**src/rtl/vdp_pkg.sv**
```systemverilog
// ---------------------------------------------------------------------------
// vdp_pkg
// Shared definitions for the background tile renderer.
//   - tile geometry (8x8 tiles, 8bpp pattern rows of 64 bits)
//   - renderer FSM state encoding
//   - pixel_at(): extracts pixel k from a packed pattern row
// ---------------------------------------------------------------------------
package vdp_pkg;

    localparam int TILE_W = 8;
    localparam int TILE_H = 8;
    localparam int PIX_W  = 8;
    localparam int ROW_W  = TILE_W * PIX_W;   // one pattern row, 64 bits

    typedef enum logic [1:0] {
        IDLE,
        PRIME,
        DRAW,
        DONE
    } state_t;

    // Pixel k of a row lives in bits [8k+7:8k].
    function automatic logic [PIX_W-1:0] pixel_at(input logic [ROW_W-1:0] row,
                                                  input logic [2:0]       k);
        return row[k*PIX_W +: PIX_W];
    endfunction

endpackage

```
**src/rtl/tile_row_shifter.sv**
```systemverilog
// ---------------------------------------------------------------------------
// tile_row_shifter
// Row buffer between the pattern memory and the pixel output. The pattern
// memory's registered output is the "next" row; on i_load (the slot boundary)
// it is swapped into the current-row register, and the pixel for that same
// cycle is taken straight from the incoming row so pixel 0 of every slot is
// emitted without an extra cycle of latency.
// Ports:
//   clk_pix, rst_pix  clock / synchronous active-high reset
//   i_load            slot boundary: capture i_row as the current row
//   i_row             incoming 64-bit pattern row (8 pixels at 8bpp)
//   i_k               pixel index 0..7 within the slot
//   o_pix             selected 8-bit palette index
// ---------------------------------------------------------------------------
module tile_row_shifter
    import vdp_pkg::*;
(
    input  logic             clk_pix,
    input  logic             rst_pix,
    input  logic             i_load,
    input  logic [ROW_W-1:0] i_row,
    input  logic [2:0]       i_k,
    output logic [PIX_W-1:0] o_pix
);

    logic [ROW_W-1:0] r_cur;
    logic [ROW_W-1:0] w_src;

    // NOTE: sequential state uses non-blocking assignments so every register
    // samples pre-edge values regardless of statement order.
    always_ff @(posedge clk_pix) begin
        if (rst_pix) begin
            r_cur <= '0;
        end else if (i_load) begin
            r_cur <= i_row;
        end
    end

    assign w_src = i_load ? i_row : r_cur;
    assign o_pix = pixel_at(w_src, i_k);

endmodule

```
**src/rtl/tile_line_renderer.sv**
```systemverilog
// ---------------------------------------------------------------------------
// tile_line_renderer
// Background tile renderer feeding one bank of the double-buffered line
// buffer. On line_start it latches the line/scroll inputs, then fetches
// tilemap entries and pattern rows in an 8-cycle-per-slot pipeline and
// writes exactly H_RES palette indices to addresses {bank, 0..H_RES-1}.
// Ports:
//   clk_pix, rst_pix            clock / synchronous active-high reset
//   line_start                  one-cycle pulse, render line line_y
//   line_y, scroll_x, scroll_y  line and scroll (latched at line_start)
//   map_addr / map_data         tilemap read {row, col}, data 1 cycle later
//   pat_addr / pat_data         pattern read {tile, fine_y}, data 1 cycle later
//   addr_draw, colour_draw,
//   we_draw                     line buffer write port {bank, x}
//   busy                        high from cycle 1 through the DONE cycle
//   done                        one-cycle pulse after the last write
// ---------------------------------------------------------------------------
module tile_line_renderer
    import vdp_pkg::*;
#(
    parameter int CORDW    = 11,
    parameter int H_RES    = 640,
    parameter int MAP_BITS = 6
) (
    input  logic                  clk_pix,
    input  logic                  rst_pix,
    input  logic                  line_start,
    input  logic [CORDW-1:0]      line_y,
    input  logic [CORDW-1:0]      scroll_x,
    input  logic [CORDW-1:0]      scroll_y,
    output logic [2*MAP_BITS-1:0] map_addr,
    input  logic [7:0]            map_data,
    output logic [10:0]           pat_addr,
    input  logic [ROW_W-1:0]      pat_data,
    output logic [10:0]           addr_draw,
    output logic [7:0]            colour_draw,
    output logic                  we_draw,
    output logic                  busy,
    output logic                  done
);

    localparam logic [10:0] X_END = 11'(H_RES);

    state_t                r_state;
    logic [2:0]            r_ph;       // phase within the 8-cycle slot pipeline
    logic [CORDW-4:0]      r_col;      // column of the next map read
    logic [MAP_BITS-1:0]   r_row;
    logic [2:0]            r_fine_y;
    logic [2:0]            r_fine_x;
    logic                  r_bank;
    logic                  r_slot0;    // still emitting the first (partial) slot
    logic [10:0]           r_x;        // next line buffer address to write

    logic [CORDW-1:0]      w_vy;
    logic [CORDW-4:0]      w_coarse_x;
    logic [2:0]            w_k;
    logic                  w_emit;
    logic                  w_load;
    logic                  w_skip;
    logic [PIX_W-1:0]      w_pix;
    logic                  w_unused_vy;

    assign w_vy        = line_y + scroll_y;
    assign w_coarse_x  = scroll_x[CORDW-1:3];
    assign w_unused_vy = &{1'b0, w_vy[CORDW-1:MAP_BITS+3]};

    // Pattern data for a slot arrives in phase 3, so pixel k is computed in
    // phase (3+k) mod 8 and becomes visible on the outputs one cycle later.
    assign w_k    = r_ph - 3'd3;
    assign w_emit = (r_state == DRAW) || (r_state == PRIME && r_ph == 3'd3);
    assign w_load = w_emit && (r_ph == 3'd3);
    assign w_skip = r_slot0 && (w_k < r_fine_x);

    tile_row_shifter u_shifter (
        .clk_pix (clk_pix),
        .rst_pix (rst_pix),
        .i_load  (w_load),
        .i_row   (pat_data),
        .i_k     (w_k),
        .o_pix   (w_pix)
    );

    always_ff @(posedge clk_pix) begin
        if (rst_pix) begin
            r_state     <= IDLE;
            r_ph        <= '0;
            r_col       <= '0;
            r_row       <= '0;
            r_fine_y    <= '0;
            r_fine_x    <= '0;
            r_bank      <= 1'b0;
            r_slot0     <= 1'b0;
            r_x         <= '0;
            map_addr    <= '0;
            pat_addr    <= '0;
            addr_draw   <= '0;
            colour_draw <= '0;
            we_draw     <= 1'b0;
            busy        <= 1'b0;
            done        <= 1'b0;
        end else if (line_start) begin
            // A new line always wins, including mid-line: the old line is
            // abandoned silently and the restart timing matches IDLE.
            r_state  <= PRIME;
            r_ph     <= '0;
            r_x      <= '0;
            r_slot0  <= 1'b1;
            r_bank   <= line_y[0];
            r_fine_x <= scroll_x[2:0];
            r_fine_y <= w_vy[2:0];
            r_row    <= w_vy[MAP_BITS+2:3];
            map_addr <= {w_vy[MAP_BITS+2:3], w_coarse_x[MAP_BITS-1:0]};
            r_col    <= w_coarse_x + 1'b1;
            we_draw  <= 1'b0;
            busy     <= 1'b1;
            done     <= 1'b0;
        end else begin
            case (r_state)
                PRIME, DRAW: begin
                    r_ph    <= r_ph + 3'd1;
                    we_draw <= 1'b0;
                    if (r_state == DRAW && r_x == X_END) begin
                        // Line complete: in-flight fetches are simply dropped.
                        r_state <= DONE;
                        done    <= 1'b1;
                    end else begin
                        if (r_ph == 3'd1) begin
                            pat_addr <= {map_data, r_fine_y};
                        end
                        if (r_ph == 3'd7) begin
                            map_addr <= {r_row, r_col[MAP_BITS-1:0]};
                            r_col    <= r_col + 1'b1;
                        end
                        if (r_ph == 3'd3) begin
                            r_state <= DRAW;
                        end
                        // Phase 2 computes pixel 7, the last one of a slot.
                        if (r_state == DRAW && r_ph == 3'd2) begin
                            r_slot0 <= 1'b0;
                        end
                        if (w_emit && !w_skip) begin
                            we_draw     <= 1'b1;
                            colour_draw <= w_pix;
                            addr_draw   <= {r_bank, r_x[9:0]};
                            r_x         <= r_x + 11'd1;
                        end
                    end
                end
                DONE: begin
                    r_state <= IDLE;
                    done    <= 1'b0;
                    busy    <= 1'b0;
                end
                default: begin
                    r_state <= IDLE;
                end
            endcase
        end
    end

endmodule

```
**config.mk**
```make
export PLATFORM = sky130hd
export DESIGN_NAME = tile_line_renderer
export DESIGN_NICKNAME = d
export VERILOG_FILES = /design/src/rtl/vdp_pkg.sv /design/src/rtl/tile_row_shifter.sv /design/src/rtl/tile_line_renderer.sv
export SDC_FILE = /design/constraint.sdc
export NUM_CORES = 1
export LEC_CHECK = 0
export ABC_AREA = 0
export CAP_MARGIN = 20
export CORE_ASPECT_RATIO = 1.5
export CORE_MARGIN = 3
export CORE_UTILIZATION = 44
export DETAILED_ROUTE_END_ITERATION = 8
export GPL_TIMING_DRIVEN = 0
export PLACE_DENSITY_LB_ADDON = 0.2
export SLEW_MARGIN = 10
export SYNTH_ARGS = -nofsm -noshare
export SYNTH_HDL_FRONTEND = slang
export SYNTH_SLANG_ARGS = --single-unit
```
**constraint.sdc**
```tcl
create_clock -name clk_pix -period 8.3 [get_ports clk_pix]
set_input_delay 1.66 -clock clk_pix [delete_from_list [all_inputs] [get_ports clk_pix]]
set_output_delay 1.66 -clock clk_pix [all_outputs]
set_load 0.02 [all_outputs]
```
---- After elaboration in Yosys (flattened, before gate mapping) ----
Cells that the tools add are included.
operators by class
  equal/unequal tests ..................... 11
  $lt $le $gt $ge ......................... 1
  multiplexer cells ....................... 23
  reductions and logical operators ........ 23
  bitwise gates (word level) .............. 3
  add/sub/neg operators ................... 6
  shift operators ......................... 1
operators with widths
  cell                   count
  $mux 64                1
  $shiftx 64x7->8        1
  $mux 12                4
  $mux 8                 4
  $add 8x1->8 const B    2
  $reduce_bool 2->1      6
  $add 11x1->11 const B  1
  $eq 11x10->1 const B   1
  $mux 1                 11
  $add 9x9->9            1
  $reduce_and 3->1       3
  $reduce_and 4->1       2
  $eq 3x2->1 const B     2
  $logic_and 1x1->1      6
  $eq 2x2->1 const B     2
  $mux 2                 2
  $ne 2x2->1 const B     2
  $ne 4x4->1 const B     1
  $reduce_or 2->1        2
  $add 3x1->3 const B    1
  $eq 3x1->1 const B     1
  $eq 3x3->1 const B     1
  $lt 3x3->1             1
  $not 1->1              3
  7 further kinds        7
word-level totals
  register bits ........................... 147

---- Logic depth before layout (Yosys ltp) ----
  word-level depth ........................ 7
  gate-level depth with buffers ........... 12
  mapped depth without buffers ............ 9

---- Modules after synthesis ----
A second synthesis with hierarchy kept.
second synthesis, totals
  cell total of the unflattened synthesis .. 710
  area total of the unflattened synthesis .. 7086.8 sq um
modules (own cells, without submodules)
  module              area an instance (sq um)  times used  cells an instance
  tile_line_renderer  3836.2                    1           434
  tile_row_shifter    3250.6                    1           276

---- Worst setup path after synthesis ----
OpenSTA, ideal clock, no wires.
  path type ............................... in2reg
  start ................................... in line_y[0]
  end ..................................... reg map_addr[9]
  setup slack ............................. 4.922 ns
  setup time .............................. 0.134 ns
  data required time ...................... 8.166 ns
  arrival time ............................ 3.244 ns
  stages on the path ...................... 7
  cell sequence ........................... ha_1 > fa_1 > a21o_1 > a41o_1 > or3_1 > a31oi_1 > a211oi_1
on the way
  longest elaborated chain between the ends .. 2
ends and longest elaborated chain
  element               line                       RTL
  start, declared       tile_line_renderer.sv:28   input logic [CORDW-1:0] line_y,
  $add 9x9->9           tile_line_renderer.sv:63   assign w_vy = line_y + scroll_y;
  $mux 12               tile_line_renderer.sv:101  end else if (line_start) begin
  end signal, assigned  tile_line_renderer.sv:112  map_addr <= {w_vy[MAP_BITS+2:3], w_coarse_x[MAP_BITS-1:0]};
  end signal, assigned  tile_line_renderer.sv:131  map_addr <= {r_row, r_col[MAP_BITS-1:0]};
  end, declared         tile_line_renderer.sv:31   output logic [2*MAP_BITS-1:0] map_addr,
Every way passes these cells.
A chain may end at the register's enable or synchronous reset.

---- Worst setup path in the final report ----
  start ................................... reg r_ph[0]
  end ..................................... reg addr_draw[10]
on the way
  longest elaborated chain between the ends .. 6
ends and longest elaborated chain
  element                            line                       RTL
  start, declared                    tile_line_renderer.sv:45   logic [2:0] r_ph;
  start signal, assigned             tile_line_renderer.sv:120  r_ph <= r_ph + 3'd1;
  $sub 3x2->3                        tile_line_renderer.sv:69   assign w_k = r_ph - 3'd3;
  net u_shifter.i_k[0]               tile_row_shifter.sv:22     input logic [2:0] i_k,
  $lt 3x3->1                         tile_line_renderer.sv:72   assign w_skip = r_slot0 && (w_k < r_fine_x);
  $logic_and 1x1->1                  tile_line_renderer.sv:72
  $logic_not 1->1                    tile_line_renderer.sv:141  if (w_emit && !w_skip) begin
  $logic_and 1x1->1                  tile_line_renderer.sv:141
  $reduce_and 4->1 (no source line)  -
  end signal, assigned               tile_line_renderer.sv:144  addr_draw <= {r_bank, r_x[9:0]};
  end, declared                      tile_line_renderer.sv:35   output logic [10:0] addr_draw,
The timed path passes the listed nets, and every way through them passes these cells.

==> impl_metrics.env <==
export IMPL_syn_nets=829
export IMPL_port_buffer_count=145
export IMPL_clkPwrFrac=0.475
export IMPL_netlist_cell_type_count=54
export IMPL_ys_seq_area_frac=0.4153
export IMPL_min_path_type="reg2reg"
export IMPL_cts_max_level=4
export IMPL_drt_iter0_markers=222
export IMPL_p_seq_frac=0.426
export IMPL_ir_worst_vdd_mv=0.1104
export IMPL_syn_area_sq_mm=0.006989
export IMPL_syn_inst=699
export IMPL_path_delay_family="buffers and inverters"
export IMPL_powerDensity_mw_per_mm2=181.2
export IMPL_drtPass1Iterations=4
export IMPL_multi_input_area_sq_mm=0.003796
export IMPL_cts_tree="built"
export IMPL_routabilityCongestion=0.8985
export IMPL_fin_util=0.6061
export IMPL_fp_row_count=55
export IMPL_worst_pin_slew_ps=818.7
export IMPL_required_ps=8640
export IMPL_seqCellArea_sq_mm=0.002903
export IMPL_postCtsHoldBufs=0
export IMPL_drc=0
export IMPL_grt_overflow=0
export IMPL_area_growth_pct=33.08
export IMPL_cp_slowest_stage_delay_ps=650
export IMPL_timing_fmax_mhz=266.7
export IMPL_grt_use_met2=0.4200
export IMPL_antenna_found_initial=0
export IMPL_cts_inserted_buffers=17
export IMPL_gr_usage_all_layers=0.2221
export IMPL_place_hpwl_mm=14.92
export IMPL_min_period_over_period=0.4517
export IMPL_worst_slack_ps=4551
export IMPL_core_area_sq_mm=0.01535
export IMPL_synth_yosys_warnings=0
export IMPL_cts_max_path_buffers=2
export IMPL_p_sw_mw=0.3762
export IMPL_grt_use_met3=0.05710
export IMPL_yosys_top_cells_count="145 x dfxtp_1, 115 x nor2_1, 93 x mux2i_1, 36 x o21ai_0, 35 x nand2_1"
export IMPL_relSlewSlack=0.4401
export IMPL_chipHeight_um=160.4
export IMPL_first_global_vias=5986
export IMPL_initial_core_util=0.4554
export IMPL_cp_slowest_cell="a211oi_2"
export IMPL_power_internal_mw=1.309
export IMPL_dieArea_sq_mm=0.01746
export IMPL_startpoint_type="flip-flop"
export IMPL_cts_root_buffer="clkbuf_16"
export IMPL_synth_largest_area_cell="dfxtp_1"
export IMPL_swShare=0.2232
export IMPL_synth_seq_cells=145
export IMPL_synth_edf_count=0
export IMPL_clk_pin_slew_ps=60
export IMPL_cts_setup_buffers=0
export IMPL_nets=993
export IMPL_io_pins=153
export IMPL_finalSetupViolCount=0
export IMPL_clkLatencyLatePin_ps=420
export IMPL_wl_per_cell_um=17.77
export IMPL_layout_min_cycle_time_ps=3749
export IMPL_num_antenna_cells=0
export IMPL_crit_chain="clkbuf_1 -> clkbuf_1 -> inv_1 -> ha_1 -> inv_1 -> ha_1 -> a21boi_0 -> o21ai_1 -> a211oi_2 -> buf_4 -> nand2_1 -> a21oi_1"
export IMPL_arrival_ps=4090
export IMPL_grt_pass1_wl_mm=30.21
export IMPL_fin_setup_tns_ps=0
export IMPL_layout_drive_gt1_share=0.1017
export IMPL_yosysMostFrequentCell="dfxtp_1"
export IMPL_gr_max_usage_layer="met2"
export IMPL_worstSetupEndpointType="flip-flop"
export IMPL_cp_num_buf_inv=5
export IMPL_clock_sinks=145
export IMPL_timing_hold_violations_final=0
export IMPL_wl_mm=19.09
export IMPL_drv_cap=0
export IMPL_fp_dieW_um=108.9
export IMPL_fin_worst_skew_ps=10.51
export IMPL_async_flop_share=0
export IMPL_stdcell_count=1074
export IMPL_place_inst=1043
export IMPL_setup_worst_path_class="reg2reg"
export IMPL_final_max_slew_viol_count=0
export IMPL_grt_setup_unrepaired="no"
export IMPL_post_cts_resized=0
export IMPL_synth_top_cell_area_share=0.4153
export IMPL_synth_ff_type="dfxtp_1"
export IMPL_synth_area_per_cell_sq_um=9.999
export IMPL_n_fill_cell=1330
export IMPL_grtUsageMet1=0.2324
export IMPL_status="finished clean"
export IMPL_p_comb_frac=0.099
export IMPL_vias_per_cell=5.399
export IMPL_crit_path_max_fanout=10
export IMPL_dp_slack_ps=4227
export IMPL_ys_top_cells_by_area="dfxtp_1 42%, mux2i_1 13%, mux4_2 10%"
export IMPL_p_leak_nw=3.965
export IMPL_dr_total_vias=5798
export IMPL_grt_max_degree=17
export IMPL_antenna_left=0
-- worst register-to-register path, stage by stage (launching register included) --
cell and delay [ps]:
dfxtp_1 360, clkbuf_1 360, clkbuf_1 590, inv_1 110
ha_1 400, inv_1 70, ha_1 260, a21boi_0 170
o21ai_1 230, a211oi_2 650, buf_4 290, nand2_1 80
a21oi_1 110
-- per-stage QoR --
| stage | hold WS (ps) | area (sq um) | total power [mW] |
|---|---|---|---|
| global route | 503.9 | 9301 | 1.736 |
| global placement | 459.9 | 8690 | 0.8962 |
| detailed placement | 466.0 | 8690 | 0.9005 |
| CTS | 478.0 | 9301 | 1.699 |
| finish | 473.9 | 9301 | 1.685 |
| floorplan | 431.3 | 6989 | 0.8116 |
-- power groups by stage --
stage	logic, mW	registers (mW)	clock network [mW]
after floorplan	0.0740	0.738	0
after global placement	0.163	0.733	0
after detailed placement	0.167	0.734	0
after CTS	0.168	0.719	0.812
after global routing	0.181	0.720	0.835
final	0.166	0.719	0.801
-- worst paths after layout --
check / start / endpoint / slack, ps / depth (start not counted)
min reg2reg: addr_draw[1] / addr_draw[1] / 470 / 2
min: addr_draw[1] / addr_draw[1] / 470 / 2
max: r_ph[0] / addr_draw[10] / 4550 / 12
max reg2reg: r_ph[0] / addr_draw[10] / 4550 / 12
-- state kept, by name, indices dropped and copies added, names as in the netlist --
signal,cells
pat_addr,11
r_row,6
r_x,11
busy,1
addr_draw,11
u_shifter.r_cur,64
r_ph,3
we_draw,1
r_fine_y,3
done,1
r_col,6
map_addr,12
r_fine_x,3
r_slot0,1
r_state,2
r_bank,1
colour_draw,8
-- final cells by class --
class                   instances  share of cell area
plain buffers                  47             0.02233
clock buffers                  22             0.04883
clock inverters                 9             0.01695
inverters                      22            0.008878
multi-input cells             485              0.4081
flip-flops and latches        145              0.3121
well taps                     199             0.02677
repair buffers                145              0.1560
-- placed cells by master (no fill, tap or decap), types with 5 or more instances in the layout --
cell	netlist	routed
buf_1	5	5
nor2_1	115	115
xnor2_1	11	11
buf_2	13	13
clkbuf_16	0	17
mux4_2	32	32
or3_1	5	5
clkdlybuf4s50_1	0	145
mux2_2	6	6
nand3_1	7	7
a22o_1	16	16
mux2i_1	93	93
dfxtp_1	145	145
o21ai_0	36	36
a211oi_1	8	8
ha_1	21	21
nand2_1	35	35
inv_1	22	22
a21oi_1	34	34
clkbuf_1	25	29
xor2_1	8	8
-- routing by layer --
layer,vias to the layer above,wire [um]
li1,2819,-
met2,168,10510
met1,2785,7154
met4,0,364
met5,-,0
met3,26,1061
-- cell families after synthesis --
kind of cell,count (synthesis),synth area share
flip-flops,145,0.4153
buffers and inverters,69,0.04153
XOR/XNOR,19,0.02381
AO/OA/AOI/OAI,126,0.1173
adder cells (fa/ha/maj),22,0.04046
AND/OR/NAND/NOR,187,0.1156
multiplexers,131,0.2460
(Power assumes the default switching activity.)
